--- src/rtl/cnn_pkg.sv ---
// Shared constants and types for the CNN datapath.
//   DEF_DATA_W / DEF_COEF_W / DEF_ACC_W : default pixel, coefficient and result widths
//   KERNEL_TAPS                         : taps in a 3x3 kernel
//   TAP_TL .. TAP_BR                    : tap indices, 0 = top-left (oldest), 8 = bottom-right (newest)
//   pixel_t / coef_t / acc_t            : types at the default widths
package cnn_pkg;

  localparam int unsigned DEF_DATA_W  = 8;
  localparam int unsigned DEF_COEF_W  = 8;
  localparam int unsigned DEF_ACC_W   = 21;
  localparam int unsigned KERNEL_TAPS = 9;

  localparam int unsigned TAP_TL = 0;
  localparam int unsigned TAP_TC = 1;
  localparam int unsigned TAP_TR = 2;
  localparam int unsigned TAP_ML = 3;
  localparam int unsigned TAP_MC = 4;
  localparam int unsigned TAP_MR = 5;
  localparam int unsigned TAP_BL = 6;
  localparam int unsigned TAP_BC = 7;
  localparam int unsigned TAP_BR = 8;

  typedef logic        [DEF_DATA_W-1:0] pixel_t;
  typedef logic signed [DEF_COEF_W-1:0] coef_t;
  typedef logic signed [DEF_ACC_W-1:0]  acc_t;

endpackage

--- src/rtl/line_buffer.sv ---
// Line delay: shift register of DEPTH entries that advances only when en_i is high.
// dout_o is the value written DEPTH enabled cycles earlier. Contents are not reset;
// downstream logic qualifies them with its own valid tracking.
//   clock  : rising-edge clock
//   en_i   : shift enable
//   din_i  : data in  [WIDTH]
//   dout_o : data out [WIDTH]
module line_buffer #(
  parameter int unsigned DEPTH = 8,
  parameter int unsigned WIDTH = 8
) (
  input  logic             clock,
  input  logic             en_i,
  input  logic [WIDTH-1:0] din_i,
  output logic [WIDTH-1:0] dout_o
);

  logic [DEPTH-1:0][WIDTH-1:0] sr_q;

  always_ff @(posedge clock) begin
    if (en_i) begin
      sr_q <= {sr_q[DEPTH-2:0], din_i};
    end
  end

  assign dout_o = sr_q[DEPTH-1];

endmodule

--- src/rtl/conv3x3_stream.sv ---
// Streaming 3x3 convolution over a raster-order pixel stream.
// Two line delays feed a 3x3 window; one signed MAC result is produced per complete window,
// two clock edges after the window is loaded (product stage, then adder-tree stage).
//   clock      : rising-edge clock
//   reset      : asynchronous, active-low
//   pix_valid  : pixel accepted on each rising edge where high
//   pix_data   : unsigned pixel [DATA_W]
//   coef_we    : coefficient write strobe
//   coef_addr  : tap index 0..8 (9..15 ignored)
//   coef_data  : signed coefficient [COEF_W]
//   out_valid  : out_data valid
//   out_data   : signed result [ACC_W]
//   frame_done : one-cycle pulse after the last pixel of a frame is accepted
// Build option: define CONV_RELU_EN to clamp negative results to zero.
module conv3x3_stream
  import cnn_pkg::*;
#(
  parameter int unsigned IMG_W  = 8,
  parameter int unsigned IMG_H  = 8,
  parameter int unsigned DATA_W = DEF_DATA_W,
  parameter int unsigned COEF_W = DEF_COEF_W,
  parameter int unsigned ACC_W  = DEF_ACC_W
) (
  input  logic                     clock,
  input  logic                     reset,
  input  logic                     pix_valid,
  input  logic        [DATA_W-1:0] pix_data,
  input  logic                     coef_we,
  input  logic        [3:0]        coef_addr,
  input  logic signed [COEF_W-1:0] coef_data,
  output logic                     out_valid,
  output logic signed [ACC_W-1:0]  out_data,
  output logic                     frame_done
);

  localparam int unsigned CW     = $clog2(IMG_W);
  localparam int unsigned RW     = $clog2(IMG_H);
  localparam int unsigned PROD_W = DATA_W + 1 + COEF_W;

  localparam logic [CW-1:0] COL_LAST = CW'(IMG_W - 1);
  localparam logic [RW-1:0] ROW_LAST = RW'(IMG_H - 1);

  logic [CW-1:0] col_q;
  logic [RW-1:0] row_q;

  logic [DATA_W-1:0]        win_q  [KERNEL_TAPS];
  logic signed [COEF_W-1:0] coef_q [KERNEL_TAPS];
  logic signed [PROD_W-1:0] prod_d [KERNEL_TAPS];
  logic signed [PROD_W-1:0] prod_q [KERNEL_TAPS];

  logic win_valid_q;
  logic prod_valid_q;
  logic out_valid_q;
  logic frame_done_q;
  logic signed [ACC_W-1:0] sum_d;
  logic signed [ACC_W-1:0] res_d;
  logic signed [ACC_W-1:0] out_data_q;

  logic [DATA_W-1:0] lb1_out;
  logic [DATA_W-1:0] lb2_out;

  // lb1 yields the pixel one row above the incoming one, lb2 two rows above.
  line_buffer #(.DEPTH(IMG_W), .WIDTH(DATA_W)) u_lb1 (
    .clock  (clock),
    .en_i   (pix_valid),
    .din_i  (pix_data),
    .dout_o (lb1_out)
  );

  line_buffer #(.DEPTH(IMG_W), .WIDTH(DATA_W)) u_lb2 (
    .clock  (clock),
    .en_i   (pix_valid),
    .din_i  (lb1_out),
    .dout_o (lb2_out)
  );

  // Raster position of the pixel being offered on pix_data.
  always_ff @(posedge clock or negedge reset) begin
    if (!reset) begin
      col_q <= '0;
      row_q <= '0;
    end else if (pix_valid) begin
      if (col_q == COL_LAST) begin
        col_q <= '0;
        row_q <= (row_q == ROW_LAST) ? '0 : row_q + 1'b1;
      end else begin
        col_q <= col_q + 1'b1;
      end
    end
  end

  // Window shifts left; the right column is {two rows up, one row up, incoming pixel}.
  always_ff @(posedge clock or negedge reset) begin
    if (!reset) begin
      for (int unsigned t = 0; t < KERNEL_TAPS; t++) begin
        win_q[t] <= '0;
      end
      win_valid_q  <= 1'b0;
      frame_done_q <= 1'b0;
    end else begin
      win_valid_q  <= pix_valid && (row_q >= RW'(2)) && (col_q >= CW'(2));
      frame_done_q <= pix_valid && (row_q == ROW_LAST) && (col_q == COL_LAST);
      if (pix_valid) begin
        win_q[TAP_TL] <= win_q[TAP_TC];
        win_q[TAP_TC] <= win_q[TAP_TR];
        win_q[TAP_TR] <= lb2_out;
        win_q[TAP_ML] <= win_q[TAP_MC];
        win_q[TAP_MC] <= win_q[TAP_MR];
        win_q[TAP_MR] <= lb1_out;
        win_q[TAP_BL] <= win_q[TAP_BC];
        win_q[TAP_BC] <= win_q[TAP_BR];
        win_q[TAP_BR] <= pix_data;
      end
    end
  end

  always_ff @(posedge clock or negedge reset) begin
    if (!reset) begin
      for (int unsigned t = 0; t < KERNEL_TAPS; t++) begin
        coef_q[t] <= '0;
      end
    end else if (coef_we && (coef_addr <= 4'(TAP_BR))) begin
      coef_q[coef_addr] <= coef_data;
    end
  end

  // Pixels are zero-extended by one bit so the multiply is a true signed product.
  always_comb begin
    for (int unsigned t = 0; t < KERNEL_TAPS; t++) begin
      prod_d[t] = $signed({1'b0, win_q[t]}) * coef_q[t];
    end
  end

  always_ff @(posedge clock or negedge reset) begin
    if (!reset) begin
      for (int unsigned t = 0; t < KERNEL_TAPS; t++) begin
        prod_q[t] <= '0;
      end
      prod_valid_q <= 1'b0;
    end else begin
      prod_valid_q <= win_valid_q;
      if (win_valid_q) begin
        for (int unsigned t = 0; t < KERNEL_TAPS; t++) begin
          prod_q[t] <= prod_d[t];
        end
      end
    end
  end

  always_comb begin
    sum_d = '0;
    for (int unsigned t = 0; t < KERNEL_TAPS; t++) begin
      sum_d = sum_d + ACC_W'(prod_q[t]);
    end
  end

`ifdef CONV_RELU_EN
  assign res_d = sum_d[ACC_W-1] ? '0 : sum_d;
`else
  assign res_d = sum_d;
`endif

  always_ff @(posedge clock or negedge reset) begin
    if (!reset) begin
      out_valid_q <= 1'b0;
      out_data_q  <= '0;
    end else begin
      out_valid_q <= prod_valid_q;
      if (prod_valid_q) begin
        out_data_q <= res_d;
      end
    end
  end

  assign out_valid  = out_valid_q;
  assign out_data   = out_data_q;
  assign frame_done = frame_done_q;

endmodule

--- config.mk ---
export PLATFORM = sky130hd
export DESIGN_NAME = conv3x3_stream
export DESIGN_NICKNAME = d
export VERILOG_FILES = /design/src/rtl/cnn_pkg.sv /design/src/rtl/line_buffer.sv /design/src/rtl/conv3x3_stream.sv
export SDC_FILE = /design/constraint.sdc
export NUM_CORES = 2
export LEC_CHECK = 0
export ABC_AREA = 1
export BUFFER_PORTS_ARGS = -buffer_cell sky130_fd_sc_hd__buf_2
export CORE_MARGIN = 4
export CORE_UTILIZATION = 56
export DETAILED_ROUTE_END_ITERATION = 10
export PLACE_DENSITY_LB_ADDON = 0.25
export SETUP_SLACK_MARGIN = 0.05
export SLEW_MARGIN = 30
export SYNTH_ARGS = -nofsm -noshare
export SYNTH_HDL_FRONTEND = slang
export SYNTH_SLANG_ARGS = --single-unit
--- constraint.sdc ---
create_clock -name clock -period 5.45 [get_ports clock]
set_input_delay 0.2725 -clock clock [delete_from_list [all_inputs] [get_ports clock]]
set_output_delay 0.2725 -clock clock [all_outputs]
set_load 0.02 [all_outputs]
==> impl_results.rst <==
.. list-table::
   :header-rows: 1

   * - Metric
     - Value
   * - Global-route wire length before repair
     - 161 mm
   * - Per-cell via count in the routed design
     - 5.16
   * - CTS tree
     - done
   * - Number of standard-cell rows in the floorplan
     - 98
   * - Total count of hold-check failures in the final report
     - 0
   * - Flop2flop setup slack
     - 1.23 ns
   * - RePlAce Congestion
     - 0.912
   * - Max_slew headroom
     - 0.287
   * - Root buffer cell
     - sky130_fd_sc_hd__clkbuf_16
   * - Cell Area, Synth
     - 40,900 sq um
   * - Dominant cells by area after synthesis
     - sky130_fd_sc_hd__fa_1 22%, sky130_fd_sc_hd__dfrtp_1 20%, sky130_fd_sc_hd__ha_1 13%
   * - Share of the cycle needed by the critical path after routing
     - 0.775
   * - Sink count of the clock tree
     - 456
   * - Fraction of layout cells with a size suffix above 1
     - 0.0410
   * - Gate family responsible for the most delay along the worst path
     - adder cells
   * - Data arrival, critical path
     - 4.70 ns
   * - Worst Setup EP
     - prod_q[48]
   * - Commonest cells in the synthesized netlist
     - 1,248 x sky130_fd_sc_hd__inv_1, 1,205 x sky130_fd_sc_hd__nand2_1, 455 x sky130_fd_sc_hd__fa_1, 412 x sky130_fd_sc_hd__ha_1, 328 x sky130_fd_sc_hd__dfrtp_1
   * - Critical Path End Type
     - flop
   * - Total CTS buffers
     - 51
   * - Critical path type
     - flop to flop
   * - Post-synthesis compound-gate area fraction
     - 0.0547
   * - FF+latch count, synth
     - 456
   * - Setup TNS
     - 0 ns
   * - Die footprint
     - 77,400 sq um
   * - I/O Buffers
     - 46
   * - Reg2Reg Depth
     - 17
   * - Highest-delay cell along the critical path
     - sky130_fd_sc_hd__fa_1
   * - Via total after detailed routing
     - 29,600
   * - Count of antenna-violating nets left after detailed routing
     - 0
   * - Number of global-route vias before repair
     - 30,500
   * - Minimum period implied by the final worst setup slack
     - 4.22 ns
   * - Fraction of the core area covered by cells at the end of the flow
     - 0.606
   * - Detailed-route wire length
     - 96.3 mm
   * - Critical Path Source
     - coef_q[23]
   * - Post-route cell area
     - 43,600 sq um
   * - Top fanout value on the critical path
     - 7
   * - Adder-cell share of the synthesized area
     - 0.349
   * - Core box area
     - 72,000 sq um
   * - Count of routing violations after the opening detailed-route iteration
     - 2,177
   * - Setup Slack @ Placement
     - 1.24 ns
   * - Mux share of post-synthesis cell area
     - 0.00330
   * - Simple-gate share of the synthesized area
     - 0.150
   * - Final setup violation count
     - 0
   * - Kind of launch point of the worst setup path
     - flop
   * - Syn-to-layout area delta
     - 6.62%
   * - Worst setup skew after layout
     - 0.0356 ns
   * - FFs w/ async S/R, synth
     - 0.719
   * - Skew-Pair Late Insertion Delay
     - 0.63 ns
   * - Clock Path Buffers
     - 3
   * - Floorplan die width
     - 278 microns
   * - Synth area leader
     - sky130_fd_sc_hd__fa_1
   * - Most common cell in the netlist
     - sky130_fd_sc_hd__inv_1
   * - CP Cell Sequence
     - inv_1, fa_1, fa_1, inv_1, fa_1, inv_1, fa_1, inv_1, ha_1, a21oi_1, nand2_1, nand2_1, nand2_1, nand2_1, nand3_1, nand3_1, o21ai_0
   * - Synth Area per Inst
     - 8.50 sq um
   * - Final Max Slew Viols
     - 0
   * - Share of the synthesized netlist area taken by xor and xnor gates
     - 0.0148
   * - Critical path depth in cells
     - 17
   * - Height of the chip
     - 278 microns
   * - Reg clk slew, reported paths
     - 0.06 ns
   * - Measured slew at the worst slew-check pin
     - 1.07 ns
   * - Buffers plus inverters on the worst setup path
     - 4
   * - Dominant combinational cell family by area after synthesis
     - adder cells
   * - Number of different library cells in the post-synthesis netlist
     - 33
   * - Post-synthesis cell count
     - 4,814
   * - Routed len/inst
     - 16.8 microns
   * - Max H-tree Level
     - 2
   * - Outcome
     - finished clean
   * - Proportion of synthesized chip area in sequential cells
     - 0.295
   * - Initial antenna violation count
     - 1
   * - Top cell type's share of synthesized area
     - 0.223
   * - Global router's overall resource usage
     - 0.260
   * - Top FF cell, synth
     - sky130_fd_sc_hd__dfrtp_1
   * - Worst hold path type
     - input port to flop
   * - First-pass iteration count of the detailed router
     - 7
   * - Initial standard-cell utilization of the core
     - 0.568
   * - Post-Place Cell Area
     - 41,700 sq um
   * - Total number of yosys warnings
     - 0
   * - Pin count of the biggest net entering global routing
     - 157
   * - NumNets Final
     - 5,630
   * - Top metal layer carrying routed signals
     - met4
   * - Maximum achievable frequency
     - 0.237 GHz
   * - Remaining routing DRC violations
     - 0
   * - Detail Placement HPWL
     - 74.9 mm
   * - Origin of the critical flop-to-flop path
     - coef_q[23]
   * - CP Data Required Time
     - 5.93 ns
   * - Net count after synthesis
     - 5,705
   * - Maximum capacitance violations
     - 0
   * - Met2 WL post-DR
     - 45.8 mm
   * - Total setup buffers inserted after CTS
     - 0
   * - Remaining Overflow, GRT
     - 0
   * - Length of routed met3 wiring
     - 5.58 mm
   * - EDFF count, synth
     - 128
   * - R2r endpoint
     - prod_q[48]
   * - I/O Pins
     - 47
   * - Routed metal-1 wirelength
     - 41.2 mm
   * - Worst setup slack after layout
     - 1.23 ns
   * - Count of inserted antenna diode cells
     - 0
   * - CP max stage delay
     - 0.53 ns
   * - Setup repair after global routing missed its margin
     - false
## area by class of cell
type | instances | area, sq um
Timing Repair Buffer | 69 | 508
Clock inverter | 25 | 412
Multi-Input combinational cell | 2913 | 23400
Clock buffer | 67 | 1380
Fill cell | 6175 | 28400
Sequential cell | 456 | 12100
Inverter | 1248 | 4690
Tap cell | 950 | 1190
## per-layer routing
| metal | up-vias | global-route usage |
|---|---|---|
| li1 | 14200 | - |
| met1 | 14400 | 0.351 |
| met2 | 806 | 0.436 |
| met3 | 172 | 0.0360 |
| met4 | 0 | 0.0877 |
| met5 | - | 0 |
## sequential cells by signal, summed over array words and instances (netlist names), 3 cells and up
register and count:
win_q 72, coef_q 72, u_lb1.dout_o 8, out_data 21, u_lb1.sr_q 56, prod_q 153
col_q 3, u_lb2.sr_q 56, row_q 3, u_lb2.dout_o 8
## worst min path at each step
stage | start | to | slack, ns | depth (start not counted)
final | pix_valid | u_lb1.sr_q[3] | 0.1 | 1
after global routing | pix_valid | u_lb1.sr_q[3] | 0.11 | 1
after CTS | coef_data[3] | coef_q[43] | 0.17 | 3
after detailed placement | reset | win_q[23] | 0.38 | 1
after global placement | reset | win_q[23] | 0.38 | 1
after floorplan | reset | coef_q[0] | -0.02 | 0
## cell families after synthesis
group / count (synthesis)
and+or+nand+nor: 1553
buffers and inverters: 1445
adders and majority gates: 867
DFF: 456
AOI/OAI and AO/OA: 412
xor gates and xnor gates: 69
muxes: 12
## stage by stage
stage,hold slack (ns),instances
6_report,0.0982,5728
5_1_grt,0.112,5728
4_1_cts,0.171,5727
3_5_place_dp,0.375,5624
3_3_place_gp,0.376,5624
2_1_floorplan,-0.0231,4814
## cell usage in the layout, fill, tap and decap left out, types with 44 or more instances in the layout
cell                           n
sky130_fd_sc_hd__inv_1      1245
sky130_fd_sc_hd__nand2_1    1205
sky130_fd_sc_hd__fa_1        455
sky130_fd_sc_hd__ha_1        412
sky130_fd_sc_hd__dfrtp_1     327
sky130_fd_sc_hd__o21ai_0     246
sky130_fd_sc_hd__nand3_1     153
sky130_fd_sc_hd__nor2_1      145
sky130_fd_sc_hd__edfxtp_1    128
sky130_fd_sc_hd__a21oi_1      93
sky130_fd_sc_hd__clkbuf_16    51
sky130_fd_sc_hd__xnor2_1      45
sky130_fd_sc_hd__buf_2        44
## repair_timing
| action | 4_1_cts | 5_1_grt |
|---|---|---|
| resized for setup | 0 | 0 |
| hold buffers | 11 | 0 |
| hold endpoints to repair | 107 | 0 |
Power is left out: the tool's default activity adds up to more than one toggle a clock period on the data nets, which glitch-free logic cannot reach.
